`src/rtl/digit_entry_loader_pkg.sv`:
```
// digit_entry_loader_pkg: debouncer state encodings and timing defaults shared by button consumers
package digit_entry_loader_pkg;
    localparam int DEBOUNCE_CYCLES_DEFAULT = 1000000;
    typedef enum logic [1:0] {
        IDLE         = 2'd0,
        PRESS_WAIT   = 2'd1,
        HELD         = 2'd2,
        RELEASE_WAIT = 2'd3
    } db_state_t;
endpackage

```
`src/rtl/digit_entry_loader_btn_debounce.sv`:
```
// btn_debounce: two-flop synchronizer plus debounce FSM giving one strobe per physical press
module btn_debounce
    import digit_entry_loader_pkg::*;
#(
    parameter int DEBOUNCE_CYCLES = DEBOUNCE_CYCLES_DEFAULT
) (
    input  logic clk,
    input  logic rst,
    input  logic btnIn,
    output logic pressStrobe
);
    localparam int CW = $clog2(DEBOUNCE_CYCLES + 1);
    localparam logic [CW-1:0] LAST = CW'(DEBOUNCE_CYCLES - 1);
    logic [1:0] sync_q;
    db_state_t state_q, state_d;
    logic [CW-1:0] cnt_q, cnt_d;
    logic strobe_q, strobe_d;
    logic in_s;
    assign in_s = sync_q[1];
    assign pressStrobe = strobe_q;
    always_ff @(posedge clk or posedge rst) begin
        if (rst) begin
            sync_q   <= '0;
            state_q  <= IDLE;
            cnt_q    <= '0;
            strobe_q <= 1'b0;
        end else begin
            sync_q   <= {sync_q[0], btnIn};
            state_q  <= state_d;
            cnt_q    <= cnt_d;
            strobe_q <= strobe_d;
        end
    end
    // Counter restarts from zero on every state change or interrupted wait, so it never wraps.
    always_comb begin
        state_d  = state_q;
        cnt_d    = '0;
        strobe_d = 1'b0;
        case (state_q)
            IDLE:         state_d = in_s ? PRESS_WAIT : IDLE;
            PRESS_WAIT:   if (!in_s) state_d = IDLE;
                          else if (cnt_q == LAST) begin
                              state_d  = HELD;
                              strobe_d = 1'b1;
                          end else cnt_d = cnt_q + 1'b1;
            HELD:         state_d = in_s ? HELD : RELEASE_WAIT;
            RELEASE_WAIT: if (in_s) state_d = HELD;
                          else if (cnt_q == LAST) state_d = IDLE;
                          else cnt_d = cnt_q + 1'b1;
            default:      state_d = IDLE;
        endcase
    end
endmodule

```
`src/rtl/digit_entry_loader.sv`:
```
// digit_entry_loader: shifts switch bytes into a display word on debounced load/clear presses
module digit_entry_loader
    import digit_entry_loader_pkg::*;
#(
    parameter int DEBOUNCE_CYCLES = DEBOUNCE_CYCLES_DEFAULT
) (
    input  logic        clk,
    input  logic        rst,
    input  logic        btnLoad,
    input  logic        btnClear,
    input  logic [7:0]  dataIn,
    output logic [15:0] dispWord,
    output logic [1:0]  byteCount,
    output logic        loadPulse
);
    logic load_s, clear_s;
    logic [15:0] disp_q, disp_d;
    logic [1:0] cnt_q, cnt_d;
    logic pulse_q, pulse_d;
    btn_debounce #(.DEBOUNCE_CYCLES(DEBOUNCE_CYCLES)) u_load (
        .clk(clk), .rst(rst), .btnIn(btnLoad), .pressStrobe(load_s)
    );
    btn_debounce #(.DEBOUNCE_CYCLES(DEBOUNCE_CYCLES)) u_clear (
        .clk(clk), .rst(rst), .btnIn(btnClear), .pressStrobe(clear_s)
    );
    assign dispWord  = disp_q;
    assign byteCount = cnt_q;
    assign loadPulse = pulse_q;
    always_ff @(posedge clk or posedge rst) begin
        if (rst) begin
            disp_q  <= '0;
            cnt_q   <= '0;
            pulse_q <= 1'b0;
        end else begin
            disp_q  <= disp_d;
            cnt_q   <= cnt_d;
            pulse_q <= pulse_d;
        end
    end
    // Clear takes priority over a coincident load.
    always_comb begin
        disp_d  = disp_q;
        cnt_d   = cnt_q;
        pulse_d = 1'b0;
        if (clear_s) begin
            disp_d = '0;
            cnt_d  = '0;
        end else if (load_s) begin
            disp_d  = {disp_q[7:0], dataIn};
            cnt_d   = (cnt_q == 2'd2) ? 2'd2 : cnt_q + 2'd1;
            pulse_d = 1'b1;
        end
    end
endmodule

```
`config.mk`:
```
export PLATFORM = sky130hd
export DESIGN_NAME = digit_entry_loader
export DESIGN_NICKNAME = d
export VERILOG_FILES = /design/src/rtl/digit_entry_loader_pkg.sv /design/src/rtl/digit_entry_loader_btn_debounce.sv /design/src/rtl/digit_entry_loader.sv
export SDC_FILE = /design/constraint.sdc
export NUM_CORES = 1
export LEC_CHECK = 0
export CAP_MARGIN = 25
export CORE_MARGIN = 1
export CORE_UTILIZATION = 38
export DETAILED_ROUTE_END_ITERATION = 8
export PLACE_DENSITY = 0.65
export REMOVE_ABC_BUFFERS = 1
export SYNTH_ARGS = -nofsm -noshare
export SYNTH_HDL_FRONTEND = slang
export SYNTH_SLANG_ARGS = --single-unit
```
`constraint.sdc`:
```
create_clock -name clk -period 5 [get_ports clk]
set_clock_uncertainty 0.1 [all_clocks]
set_input_delay 0.5 -clock clk [delete_from_list [all_inputs] [get_ports clk]]
set_output_delay 0.5 -clock clk [all_outputs]
set_load 0.05 [all_outputs]
```
Word level (Yosys, flattened, before mapping)
Index checks and enable logic that the tools add are counted.
Operators by class
  add/subtract/negate cells: 3
  equal/unequal tests: 13
  mux-type cells: 35
  reductions and logical operators: 5
Operators with widths (number)
  20-bit two-way mux: 6
  20-bit case mux with 2 select lines: 2
  20-bit by 1-bit adder with 20-bit output, second input constant: 2
  20-bit equality test, second input constant: 2
  16-bit two-way mux: 2
  2-bit two-way mux: 11
  2-bit case mux with 4 select lines: 2
  1-bit two-way mux: 12
  2-bit equality test, second input constant: 5
  3-bit by 1-bit inequality test with 1-bit output, second input constant: 2
  3-bit inequality test, second input constant: 2
  2-bit by 1-bit equality test with 1-bit output, second input constant: 2
  2-bit logical NOT: 2
  2-bit AND reduction: 2
  2-bit by 1-bit adder with 2-bit output, second input constant: 1
  2-bit nonzero test: 1
Word-level totals
  flip-flop bits (word level): 69
  input port bits: 12
  output and inout port bits: 19
  word-level logic and storage cells: 67

Logic depth before layout (Yosys ltp)
  depth in word-level cells: 4
  gate-level depth with buffers: 6
  gate-level depth less buffers: 5

Hierarchy
From an unflattened synthesis, not the netlist that was laid out.
Second synthesis, totals
  cells, all modules: 302
  area total of the unflattened synthesis: 3234.4 sq um
By module, submodules not included
  btn_debounce: times used 2, cells each 119, area each 1219.9 sq um, seq. area each 625.6 sq um
  digit_entry_loader: times used 1, cells each 64, area each 794.5 sq um, seq. area each 475.5 sq um

Worst setup path after synthesis
No wires, ideal clock.
  path type: reg-to-reg
  from: register u_load.cnt_q[11]
  to: register with a tool-made name
  library setup time: 125 ps
  arrival time: 1839 ps
  required time: 4775 ps
  slack: 2936 ps
  cell stages (with the launch flop): 5
  buffers on the path: 0
  clock period less this slack: 2064 ps
  path through: dfrtp_1 -> or4b_1 -> or4_1 -> or2_4 -> mux2_4
RTL lines
  start: declaration: RTL line digit_entry_loader_btn_debounce.sv:16  | logic [CW-1:0] cnt_q, cnt_d;
  start signal: assignment: RTL line digit_entry_loader_btn_debounce.sv:30  | cnt_q <= cnt_d;

Worst setup path in the final report
  from: register u_load.cnt_q[11]
  to: register u_load.cnt_q[10]
Between the ends
  longest elaborated chain between the ends: 4
  elaborated cells on any way between the ends: 5
  those cells by class: 1 x eq/ne; 4 x mux
RTL lines
  20-bit equality test (*): RTL line digit_entry_loader_btn_debounce.sv:42, digit_entry_loader_btn_debounce.sv:48
  20-bit two-way mux (*): RTL line digit_entry_loader_btn_debounce.sv:42, digit_entry_loader_btn_debounce.sv:48
  20-bit two-way mux, on equally long branches: RTL line digit_entry_loader_btn_debounce.sv:47, digit_entry_loader_btn_debounce.sv:41
  20-bit case mux with 2 select lines (*): RTL line digit_entry_loader_btn_debounce.sv:39  | case (state_q)
  named net u_load.cnt_d[10]: RTL line digit_entry_loader_btn_debounce.sv:16
The timed path passes the listed nets; every way through them passes the cells marked *.
A chain may end at the register's enable or synchronous reset.

==> impl_results.md <==
* Worst ir drop on vdd at 0.149 mV
* Clock transition at the registers of the reported paths at 0.07 ns
* Internal power at 0.000827 W
* R2R depth at 5
* Worst-path maximum fanout at 11
* CP Buf/Inv Count at 1
* Post-Route Setup TNS at 0 ns
* CTS tree: yes
* Syn avg cell area at 10.5 um2
* Largest net degree at the start of global routing at 36
* Rows at 32
* Longest Clk Path Bufs at 2
* Port Buffers at 30
* Final critical-path share of the clock period at 51.9%
* Crit start category: flip-flop
* Final nets at 345
* CTS Buf Count at 9
* Post-DRT Antenna Nets at 0
* CP max stage cell: o211ai_1
* WHS Path Cells at 0
* Core area at 7850 um2
* Clock root buffer: clkbuf_8
* Vias in the first global route at 2201
* Post-synthesis sequential area ratio at 54.9%
* CP Class: reg -> reg
* Chip Height at 93.0 um
* CP Cell Sequence: or4b_1 > or4_1 > o211ai_1 > buf_4 > nor2_1
* Status: completed
* Worst hold slack at 0.250 ns
* DR WL/cell at 13.1 um
* Slew @ Worst Pin at 0.929 ns
* Synthesized flop and latch total at 69
* Max_slew headroom at 38.1%
* Hpwl dp at 3840 um
* Placed cells at 421
* Non-Filler Instances at 436
* DR vias/cell at 5.17
* Clock period minus worst slack at 2.60 ns
* Yosys cell types at 38
* Sequential share of power at 53.9%
* RSZ-0062 raised after global routing: false
* Chip Width at 93.0 um
* DRT iter0 DRCs at 99
* NetSw at 0.000222 W
* Max Slew Vio Count at 0
* Final hold violations at 0
* Worst skew pair latency at 0.34 ns
* CTS HTree Levels at 3
* Initial antenna violation count at 0
* CP required at 5.12 ns
* Clock Sink Count at 69
* Total number of vias at 2252
* # DRC at 0
* Synthesized instance count at 300
* Hold Path Class: reg -> reg
* Clock network power share at 43.2%
* Syn. warnings at 0
* Final GP Congestion at 0.781
* Total Power at 0.00105 W
* Share of cells above drive strength 1 at 8.08%
* GRT Util Overall at 14.7%
* F_max at 385 MHz
* Area Overhead vs Synth at 18.9%
* Top Ports at 31
* Gate power share at 2.9%
* Max Cap Viol at 0
* Stages on worst setup path at 5
* Sw Ratio at 21.1%
* Critical Path AT at 2.72 ns
* Setup crit end kind: flip-flop
* Antenna fix cells at 0
* Slowest cell delay on critical path at 0.66 ns
* Final WL at 5730 um
* Setup bufs post-CTS at 0
* Power per Cell Area at 281 nW/um2
* Hold buffers post-CTS at 0
* First-pass GRT wire length at 9990 um
* Post-Syn Area at 3140 um2
* Cell family with most CP delay: simple AND/OR/NAND/NOR gates
* Gr ovfl total at 0
* Starting Density at 40.1%
* TritonRoute pass-1 iters at 4
* Endpoints failing setup at 0
* Resize count post-CTS at 0
* Leakage power at 1.49 nW
* Die area at 8640 um2
==> final timing paths <==
check                             startpoint                end  slack [ns]
setup / recovery            u_load.cnt_q[11]   u_load.cnt_q[10]        2.40
hold / removal             u_clear.sync_q[0]  u_clear.sync_q[1]        0.25
max in group asynchronous                rst   u_load.cnt_q[12]        3.37
hold reg to reg            u_clear.sync_q[0]  u_clear.sync_q[1]        0.25
min in group asynchronous                rst   u_load.cnt_q[19]        0.51
setup reg to reg            u_load.cnt_q[11]   u_load.cnt_q[10]        2.40
==> cell type report <==
type / instances / area, um2
Clock buffer: 11 / 151
Clock inverter: 4 / 47.5
Fill cell: 747 / 4110
Inverter: 10 / 37.5
Multi-Input combinational cell: 207 / 1320
Sequential cell: 69 / 1730
Tap cell: 102 / 128
Timing Repair Buffer: 33 / 323
==> power groups by stage <==
stage | clock network, W | logic, W | registers (W)
2_1_floorplan | 0 | 0.0000155 | 0.000575
3_3_place_gp | 0 | 0.0000312 | 0.000575
3_5_place_dp | 0 | 0.0000318 | 0.000575
4_1_cts | 0.000469 | 0.0000321 | 0.000565
5_1_grt | 0.000492 | 0.0000352 | 0.000565
6_report | 0.000453 | 0.0000308 | 0.000565
==> state kept, by name (all words and copies together), names as in the netlist, named ones only <==
register	cells
u_clear.cnt_q	20
dispWord	16
u_load.state_q	1
u_clear.sync_q	2
u_load.cnt_q	20
u_load.sync_q	2
byteCount	2
u_clear.state_q	1
loadPulse	1
u_load.pressStrobe	1
u_clear.pressStrobe	1
==> routing by layer <==
metal / global-route usage, % / part of all wire [%] / vias up
li1: - / - / 1111
met2: 22.7 / 45 / 41
met5: 0 / 0 / -
met1: 19.9 / 49 / 1091
met3: 2.79 / 3.5 / 9
met4: 6.92 / 2.1 / 0
==> through the flow <==
step	cell area, um2	setup slack [ns]	utilization (%)
after CTS	3740	2.41	47.6
final	3740	2.40	47.6
after global placement	3540	2.45	45.1
after detailed placement	3540	2.42	45.1
after global routing	3740	2.26	47.6
after floorplan	3090	2.54	-
==> cells in the mapped netlist <==
| cell | instances | area share [%] |
|---|---|---|
| or2_4 | 1 | 0.28 |
| nor3b_1 | 2 | 0.48 |
| and3_1 | 5 | 0.99 |
| nor2b_1 | 1 | 0.20 |
| dfrtp_1 | 69 | 55 |
| nand4_1 | 7 | 1.4 |
| or4b_1 | 2 | 0.64 |
| o211ai_1 | 2 | 0.48 |
| nor3_1 | 5 | 0.80 |
| o21a_1 | 1 | 0.24 |
| xnor2_1 | 12 | 3.3 |
| or3_1 | 4 | 0.80 |
| xor2_1 | 12 | 3.3 |
| or4_1 | 11 | 2.6 |
| mux2_2 | 1 | 0.36 |
| and4_1 | 3 | 0.84 |
| mux2i_1 | 18 | 5.7 |
| buf_1 | 1 | 0.12 |
| nor2_1 | 46 | 5.5 |
| a21oi_1 | 14 | 2.2 |
| ha_1 | 3 | 1.2 |
| buf_2 | 3 | 0.48 |
| clkbuf_1 | 10 | 1.2 |
| nand2b_1 | 1 | 0.20 |
| or2_2 | 2 | 0.40 |
| nand3_1 | 15 | 2.4 |
| nor4b_1 | 3 | 0.84 |
| inv_1 | 10 | 1.2 |
| mux2_4 | 1 | 0.48 |
| nand3_2 | 1 | 0.32 |
| and2_2 | 1 | 0.24 |
| o31ai_1 | 9 | 2.1 |
| o41ai_1 | 1 | 0.28 |
| or2_1 | 1 | 0.20 |
| or3b_2 | 1 | 0.28 |
| nand2_1 | 14 | 1.7 |
| o21ai_0 | 4 | 0.64 |
| nor4_1 | 3 | 0.60 |
==> kinds of logic (layout without fill, tap and decap cells) <==
logic type | after synthesis | count (layout) | synth area share (%)
AO/OA/AOI/OAI | 31 | 31 | 6.01
multiplexers | 20 | 20 | 6.57
AND/OR/NAND/NOR | 129 | 129 | 21.6
flip-flops | 69 | 69 | 54.9
buffers and inverters | 24 | 58 | 2.98
XOR/XNOR | 24 | 24 | 6.69
adder cells (fa/ha/maj) | 3 | 3 | 1.19
==> placed cells by master, fill, tap and decap left out, types with 4 or more instances in the layout <==
cell,n
nand3_1,15
dfrtp_1,69
nand2_1,14
o21ai_0,4
xor2_1,12
or3_1,4
clkdlybuf4s50_1,30
inv_1,9
xnor2_1,12
and3_1,5
a21oi_1,14
or4_1,11
clkbuf_8,11
nor3_1,5
mux2i_1,18
nor2_1,46
o31ai_1,9
nand4_1,7
Power figures use the tool's default switching activity.
